File: config.mk
export PLATFORM = sky130hd
export DESIGN_NAME = nano_cpu
export DESIGN_NICKNAME = d
export VERILOG_FILES = /design/src/rtl/nano_cpu_pkg.sv /design/src/rtl/nano_regfile.sv /design/src/rtl/nano_cpu.sv
export SDC_FILE = /design/constraint.sdc
export NUM_CORES = 1
export LEC_CHECK = 0
export ABC_AREA = 1
export CAP_MARGIN = 0
export CORE_MARGIN = 5
export CORE_UTILIZATION = 45
export CTS_CLUSTER_DIAMETER = 200
export DETAILED_ROUTE_END_ITERATION = 8
export PLACE_DENSITY_LB_ADDON = 0.08
export SYNTH_ARGS = -nofsm -noshare
export SYNTH_HDL_FRONTEND = slang
export SYNTH_SLANG_ARGS = --single-unit
File: constraint.sdc
create_clock -name ck -period 4 [get_ports ck]
set_clock_uncertainty 0.2 [all_clocks]
set_input_delay 0.4 -clock ck [delete_from_list [all_inputs] [get_ports ck]]
set_output_delay 0.4 -clock ck [all_outputs]
set_load 0.02 [all_outputs]
File: src/rtl/nano_cpu_pkg.sv
// rtl/nano_cpu_pkg.sv - shared types and widths for the nano_cpu core
// Purpose: opcode and FSM state encodings plus the fixed datapath widths.
// Ports: none (package).
package nano_cpu_pkg;

  localparam int DATA_W = 16;
  localparam int ADDR_W = 8;
  localparam int NREGS  = 16;

  typedef enum logic [3:0] {
    OP_LD   = 4'h0,
    OP_ST   = 4'h1,
    OP_ADD  = 4'h2,
    OP_SUB  = 4'h3,
    OP_JMP  = 4'h4,
    OP_JMPZ = 4'h5,
    OP_HALT = 4'hF
  } opcode_t;

  typedef enum logic [1:0] {
    S_IDLE  = 2'd0,
    S_FETCH = 2'd1,
    S_EXEC  = 2'd2,
    S_HALT  = 2'd3
  } state_t;

endpackage

File: src/rtl/nano_regfile.sv
// rtl/nano_regfile.sv - 16 x 16-bit register file for nano_cpu
// Purpose: two combinational read ports, one synchronous write port,
//          asynchronous active-low clear of every register.
// Ports: clk_i, rst_ni, we_i/waddr_i/wdata_i (write),
//        raddr_a_i/rdata_a_o and raddr_b_i/rdata_b_o (reads).
module nano_regfile
  import nano_cpu_pkg::*;
(
  input  logic                     clk_i,
  input  logic                     rst_ni,
  input  logic                     we_i,
  input  logic [$clog2(NREGS)-1:0] waddr_i,
  input  logic [DATA_W-1:0]        wdata_i,
  input  logic [$clog2(NREGS)-1:0] raddr_a_i,
  output logic [DATA_W-1:0]        rdata_a_o,
  input  logic [$clog2(NREGS)-1:0] raddr_b_i,
  output logic [DATA_W-1:0]        rdata_b_o
);

  logic [DATA_W-1:0] regs_q [NREGS];

  always_ff @(posedge clk_i or negedge rst_ni) begin
    if (!rst_ni) begin
      for (int i = 0; i < NREGS; i++) regs_q[i] <= '0;
    end else if (we_i) begin
      regs_q[waddr_i] <= wdata_i;
    end
  end

  assign rdata_a_o = regs_q[raddr_a_i];
  assign rdata_b_o = regs_q[raddr_b_i];

endmodule

File: src/rtl/nano_cpu.sv
// rtl/nano_cpu.sv - multicycle 16-bit CPU core of the nano system
// Purpose: FETCH/EXEC control FSM, PC, IR and ALU around nano_regfile.
// Ports: ck (clock), rst (async active-low reset), address/dataW/ce/we
//        (memory request, combinational), dataR (combinational read data).
module nano_cpu
  import nano_cpu_pkg::*;
(
  input  logic              ck,
  input  logic              rst,
  output logic [ADDR_W-1:0] address,
  input  logic [DATA_W-1:0] dataR,
  output logic [DATA_W-1:0] dataW,
  output logic              ce,
  output logic              we
);

  state_t            state_q, state_d;
  logic [ADDR_W-1:0] pc_q, pc_d;
  logic [DATA_W-1:0] ir_q, ir_d;

  logic [3:0]        op;
  logic [ADDR_W-1:0] op_addr;
  logic [3:0]        rt;
  logic [3:0]        ra_a;
  logic [DATA_W-1:0] rd_a, rd_b;
  logic              rf_we;
  logic [DATA_W-1:0] rf_wdata;

  assign op      = ir_q[15:12];
  assign op_addr = ir_q[11:4];
  assign rt      = ir_q[3:0];
  // Port A serves rs1 for ALU ops and rt for ST/JMPZ; port B is always rs2.
  assign ra_a    = (op == OP_ADD || op == OP_SUB) ? ir_q[11:8] : rt;

  nano_regfile u_rf (
    .clk_i     (ck),
    .rst_ni    (rst),
    .we_i      (rf_we),
    .waddr_i   (rt),
    .wdata_i   (rf_wdata),
    .raddr_a_i (ra_a),
    .rdata_a_o (rd_a),
    .raddr_b_i (ir_q[7:4]),
    .rdata_b_o (rd_b)
  );

  always_ff @(posedge ck or negedge rst) begin
    if (!rst) begin
      state_q <= S_IDLE;
      pc_q    <= '0;
      ir_q    <= '0;
    end else begin
      state_q <= state_d;
      pc_q    <= pc_d;
      ir_q    <= ir_d;
    end
  end

  always_comb begin
    state_d  = state_q;
    pc_d     = pc_q;
    ir_d     = ir_q;
    address  = '0;
    dataW    = '0;
    ce       = 1'b0;
    we       = 1'b0;
    rf_we    = 1'b0;
    rf_wdata = '0;
    case (state_q)
      S_IDLE: state_d = S_FETCH;
      S_FETCH: begin
        address = pc_q;
        ce      = 1'b1;
        ir_d    = dataR;
        pc_d    = pc_q + 8'd1;
        state_d = S_EXEC;
      end
      S_EXEC: begin
        state_d = S_FETCH;
        case (op)
          OP_LD: begin
            address  = op_addr;
            ce       = 1'b1;
            rf_we    = 1'b1;
            rf_wdata = dataR;
          end
          OP_ST: begin
            address = op_addr;
            ce      = 1'b1;
            we      = 1'b1;
            dataW   = rd_a;
          end
          OP_ADD: begin
            rf_we    = 1'b1;
            rf_wdata = rd_a + rd_b;
          end
          OP_SUB: begin
            rf_we    = 1'b1;
            rf_wdata = rd_a - rd_b;
          end
          OP_JMP:  pc_d = op_addr;
          OP_JMPZ: if (rd_a == '0) pc_d = op_addr;
          OP_HALT: state_d = S_HALT;
          default: ;
        endcase
      end
      S_HALT: address = pc_q;
      default: state_d = S_IDLE;
    endcase
  end

endmodule

==> impl_metrics.env, run 1 <==
export IMPL_status="finished, violations left"
export IMPL_violations="setup timing"
export IMPL_yosysWarningCount=0
export IMPL_fmax_mhz=230
export IMPL_tightest_slew_ns=1.13
export IMPL_vias_per_cell=5.68
export IMPL_synthCells=2595
export IMPL_max_slew_margin_pct=24.8
export IMPL_postRouteAntennaNets=0
export IMPL_rsz0062_at_grt="yes"
export IMPL_clk_latency_ns=0.56
export IMPL_grt_pass1_wl_um=107000
export IMPL_worstPathMaxFanout=9
export IMPL_mostFrequentLayoutCells="724 x nand2_1, 299 x nand3_1, 280 x dfrtp_1"
export IMPL_max_cap_viol_count=0
export IMPL_finalHoldViolCount=0
export IMPL_n_fill_cell=3759
export IMPL_cts_root_buf="clkbuf_16"
export IMPL_portBuffers=43
export IMPL_synth_edff_count=0
export IMPL_grtUsageTotal_pct=30.7
export IMPL_drc_errors=0
export IMPL_crit_family="simple AND/OR/NAND/NOR gates"
export IMPL_core_um2=39700
export IMPL_finalSetupTns_ns=-38.82
export IMPL_crit_top_cell="nand2_2"
export IMPL_final_max_slew_viol_count=0
export IMPL_min_path_type="input pin to asynchronous set/reset pin"
export IMPL_async_reset_ff_share_pct=100
export IMPL_layout_commonest_cell="nand2_1"
export IMPL_period_needed_ns=4.35
export IMPL_final_cells=3343
export IMPL_h_tree_depth=2
export IMPL_grt_max_degree=94
export IMPL_worstRegToRegCells=28
export IMPL_routedWlPerCell_um=21.2
export IMPL_worstPathArrival_ns=4.64
export IMPL_synth_ff_type="dfrtp_1"
export IMPL_ys_types=43
export IMPL_cts_made_buffers=35
export IMPL_core_rowCount=73
export IMPL_nets=2838
export IMPL_synth_seq_area_share_pct=39.0
export IMPL_cts_sinks=282
export IMPL_dr_pass1_iters=7
export IMPL_finalSetupViolations=161
export IMPL_min_period_over_period_pct=109
export IMPL_crit_slowest_cell="fa_2"
export IMPL_ios=44
export IMPL_hpwl_um=46900
export IMPL_max_clock_path_buffers=3
export IMPL_critical_path_class="flop to flop"
export IMPL_synth_seq_cells=282
export IMPL_dp_cells=3236
export IMPL_drt_iter0_markers=2044
export IMPL_worst_setup_path_start_kind="flop"
export IMPL_grt_pass1_vias=18301
export IMPL_die_x_um=211
export IMPL_worstReg2RegEnd="u_rf.regs_q[108]"
export IMPL_antenna_found_initial=0
export IMPL_start_util_pct=45.6
export IMPL_gp_congestion=0.936
export IMPL_area_growth_pct=26.4
export IMPL_crit_path_end_kind="flop"
export IMPL_cts_tree="yes"
export IMPL_r2r_setup_slack_ns=-0.35
export IMPL_dieArea_um2=44300
export IMPL_n_antenna_cell=0
export IMPL_grt_overflow_total=0
export IMPL_dieHeight_um=211
export IMPL_wl_um=71000
export IMPL_r2r_start="ir_q[15]"
export IMPL_crit_required_ns=4.30
export IMPL_finalWorstSetupSlack_ns=-0.346
export IMPL_fin_util_pct=57.6
export IMPL_syn_avg_cell_area_um2=6.97
export IMPL_synth_area_um2=18100
export IMPL_cp_buffers_inverters=6
export IMPL_clk_pin_slew_ns=0.06
export IMPL_cpPeakStageDelay_ns=0.39
export IMPL_synth_fp_nets=2637
export IMPL_vias=18984
export IMPL_layout_drive_gt1_share_pct=19.2
-- Yosys cell counts, types with 7 or more instances --
cell type / count / area, um^2
a21oi_1: 71 / 355
buf_1: 14 / 52.6
buf_2: 30 / 150
buf_4: 28 / 210
buf_6: 28 / 315
clkbuf_1: 80 / 300
clkinv_1: 7 / 26.3
dfrtp_1: 282 / 7060
ha_1: 23 / 288
inv_1: 257 / 965
inv_2: 10 / 37.5
nand2_1: 754 / 2830
nand2_2: 20 / 125
nand3_1: 331 / 1660
nand3_2: 9 / 90.1
nor2_1: 144 / 541
nor3_1: 11 / 55.1
o211ai_1: 121 / 908
o21ai_0: 275 / 1380
o21ai_1: 26 / 130
o221ai_1: 19 / 166
xor2_1: 8 / 70.1
-- how the worst max path moves through the flow --
stage,slack (ns),depth (start not counted),endpoint,from
floorplan,0.003,31,u_rf.regs_q[108],ir_q[15]
global placement,-0.47,26,u_rf.regs_q[255],ir_q[4]
detailed placement,-0.55,25,u_rf.regs_q[238],ir_q[15]
CTS,-0.31,32,u_rf.regs_q[139],ir_q[14]
global route,-0.51,28,u_rf.regs_q[124],ir_q[15]
finish,-0.35,28,u_rf.regs_q[108],ir_q[15]
-- sequential cells by signal, summed over array words and instances (netlist names) --
name         cells
pc_q             8
state_q          2
ir_q            16
u_rf.regs_q    256
-- repair_timing --
action                                 CTS  global route
setup endpoints to repair              185           212
gates resized for setup                141           129
hold buffers                             1             0
setup buffers                           33             5
endpoints found under the hold margin   61             0
cloned                                   4             7
pin swaps                               28            68
-- metrics by stage --
step                area [um^2]  hold WS (ns)  worst slack (ns)
floorplan                 18100       -0.0956           0.00293
global placement          20400         0.194            -0.469
detailed placement        20400         0.193            -0.551
CTS                       22300         0.196            -0.309
global route              22900         0.239            -0.506
finish                    22900         0.194            -0.346
-- per-layer routing --
layer / global-route usage (%) / up-vias / part of all wire [%]
li1: - / 8944 / -
met1: 41.0 / 9094 / 41
met2: 49.9 / 768 / 46
met3: 5.08 / 178 / 7.4
met4: 12.9 / 0 / 4.9
met5: 0 / - / 0
-- layout make-up --
class	count	area (um^2)	area share (%)
Timing Repair Buffer	343	3340	14.6
Clock inverter	11	115	0.503
Clock buffer	48	997	4.36
Inverter	274	1040	4.57
Tap cell	525	657	2.87
Sequential cell	282	7060	30.9
Multi-Input combinational cell	1860	9670	42.3
-- logic make-up after synthesis --
kind of cell | after synthesis | synth area share (%)
fa+ha+maj | 24 | 1.70
xor+xnor | 13 | 0.629
compound gates | 533 | 17.2
buf+inv | 455 | 11.4
flops | 282 | 39.0
simple gates | 1288 | 30.1
Power of run 1 is left out: the tool's default activity adds up to more than one toggle a clock period on the data nets, which glitch-free logic cannot reach.
==> run 2, diff against run 1 <==
--- a/config.mk
+++ b/config.mk
@@ -7,7 +7,7 @@
 export LEC_CHECK = 0
 export ABC_AREA = 1
 export CAP_MARGIN = 0
-export CORE_MARGIN = 5
+export CORE_MARGIN = 2
 export CORE_UTILIZATION = 45
 export CTS_CLUSTER_DIAMETER = 200
 export DETAILED_ROUTE_END_ITERATION = 8
==> impl_metrics.env, run 2 (synthesis gave the netlist of run 1 again) <==
export IMPL_period_needed_ns=4.35
export IMPL_h_tree_depth=2
export IMPL_worstPathArrival_ns=4.63
export IMPL_final_max_slew_viol_count=0
export IMPL_vias_per_cell=5.69
export IMPL_max_clock_path_buffers=3
export IMPL_cts_tree="yes"
export IMPL_clk_pin_slew_ns=0.06
export IMPL_core_rowCount=73
export IMPL_core_um2=39700
export IMPL_area_growth_pct=29.7
export IMPL_clk_latency_ns=0.56
export IMPL_grt_overflow_total=0
export IMPL_grt_pass1_wl_um=106000
export IMPL_n_antenna_cell=0
export IMPL_status="finished, violations left"
export IMPL_antenna_found_initial=1
export IMPL_top_register="u_rf.regs_q"
export IMPL_critical_path_class="flop to flop"
export IMPL_drt_iter0_markers=1853
export IMPL_fmax_mhz=230
export IMPL_finalHoldViolCount=0
export IMPL_postRouteAntennaNets=0
export IMPL_finalSetupViolations=161
export IMPL_cts_root_buf="clkbuf_16"
export IMPL_finalWorstSetupSlack_ns=-0.353
export IMPL_hold_depth=2
export IMPL_grt_pass1_vias=18245
export IMPL_hpwl_um=45800
export IMPL_portBuffers=43
export IMPL_routedWlPerCell_um=21.2
export IMPL_dr_pass1_iters=6
export IMPL_worstPathMaxFanout=8
export IMPL_dieHeight_um=205
export IMPL_dieArea_um2=41800
export IMPL_grt_max_degree=92
export IMPL_cts_sinks=282
export IMPL_r2r_setup_slack_ns=-0.35
export IMPL_crit_required_ns=4.28
export IMPL_start_util_pct=45.6
export IMPL_worst_setup_path_start_kind="flop"
export IMPL_die_x_um=205
export IMPL_mostFrequentLayoutCells="722 x nand2_1, 280 x dfrtp_1, 263 x nand3_1"
export IMPL_grtUsageTotal_pct=33.0
export IMPL_max_slew_margin_pct=24.7
export IMPL_layout_commonest_cell="nand2_1"
export IMPL_dp_slack_ns=-0.467
export IMPL_violations="setup timing"
export IMPL_worstRegToRegCells=27
export IMPL_drc_errors=0
export IMPL_nets=2838
export IMPL_max_cap_viol_count=0
export IMPL_layout_drive_gt1_share_pct=21.7
export IMPL_min_period_over_period_pct=109
export IMPL_crit_path_end_kind="flop"
export IMPL_largest_reg_flops=256
export IMPL_hold_ws_ns=0.274
export IMPL_cts_made_buffers=35
export IMPL_top_regs="u_rf.regs_q: 256 flops, ir_q: 16 flops, pc_q: 8 flops"
export IMPL_min_path_type="flop to flop"
export IMPL_tightest_slew_ns=1.13
export IMPL_gp_congestion=0.951
export IMPL_rsz0062_at_grt="yes"
export IMPL_vias=19041
export IMPL_ios=44
export IMPL_wl_um=70800
==> run 2: changes by cell type in the layout (fill, tap and decap cells not counted), moves of 5 or more <==
| cell | previous run | this run |
|---|---|---|
| o21ai_1 | 47 | 53 |
| ha_1 | 19 | 14 |
| nand3_1 | 299 | 263 |
| buf_4 | 240 | 232 |
| nand3_2 | 39 | 72 |
| clkbuf_8 | 3 | 14 |
| o21ai_0 | 225 | 205 |
| o21ai_2 | 28 | 40 |
| nand2_4 | 9 | 14 |
==> run 2: worst paths after layout <==
check / start / to
setup / recovery: ir_q[15] / u_rf.regs_q[200]
hold / removal: u_rf.regs_q[140] / u_rf.regs_q[140]
setup reg to reg: ir_q[15] / u_rf.regs_q[200]
hold reg to reg: u_rf.regs_q[140] / u_rf.regs_q[140]
max in group asynchronous: rst / u_rf.regs_q[155]
min in group asynchronous: rst / u_rf.regs_q[244]
==> run 2: what timing repair did <==
| action | 4_1_cts | 5_1_grt |
|---|---|---|
| pin swaps | 73 | 76 |
| gates resized for setup | 181 | 200 |
| hold endpoints to repair | 88 | 0 |
| setup endpoints to repair | 185 | 212 |
| hold buffers | 1 | 0 |
| cloned | 7 | 6 |
| buffers inserted | 29 | 12 |
==> run 2: routing by layer <==
layer	vias up	GRT usage (%)	part of all wire, %	routed length, um
met5	-	0	0.018	13
li1	8950	-	-	-
met3	214	5.01	7.6	5400
met2	803	53.0	46	32600
met1	9072	43.1	41	28800
met4	2	17.0	5.6	3970
==> run 2: worst max-delay path: stages, from the launching register on <==
cell and delay, ns:
dfrtp_1 0.39, nor2_2 0.12, nand2_2 0.09, buf_12 0.14, buf_8 0.13, nand2_8 0.08
nand2_8 0.10, buf_12 0.15, o211ai_1 0.16, nand2_1 0.07, o211ai_1 0.33, nand2_2 0.15
buf_6 0.15, fa_2 0.41, o31ai_4 0.25, inv_1 0.07, nor2_2 0.15, nand3_2 0.12
nand2_4 0.11, nand2_4 0.06, nand2_4 0.08, buf_6 0.11, buf_6 0.09, o21ai_4 0.07
nand2_4 0.13, buf_12 0.15, nand3_1 0.07, o21ai_1 0.12
==> run 2: per-stage QoR <==
stage / setup TNS (ns) / area, um^2 / utilization, % / cells
6_report: -38.22 / 23500 / 59.1 / 3346
4_1_cts: -24.74 / 22600 / 56.8 / 3330
5_1_grt: -66.52 / 23500 / 59.1 / 3346
3_5_place_dp: -49.83 / 20400 / 51.2 / 3231
2_1_floorplan: 0 / 18100 / - / 2595
3_3_place_gp: -40.12 / 20400 / 51.2 / 3231
==> run 2: layout make-up <==
class / instances / area [um^2]
sequential: 282 / 7060
tap: 525 / 657
inverter: 274 / 1050
multi-input combinational: 1861 / 10100
clock buffer: 55 / 1120
clock inverter: 7 / 87.6
fill: 3689 / 16300
timing repair buffer: 342 / 3380
Power of run 2 is left out for the same reason.
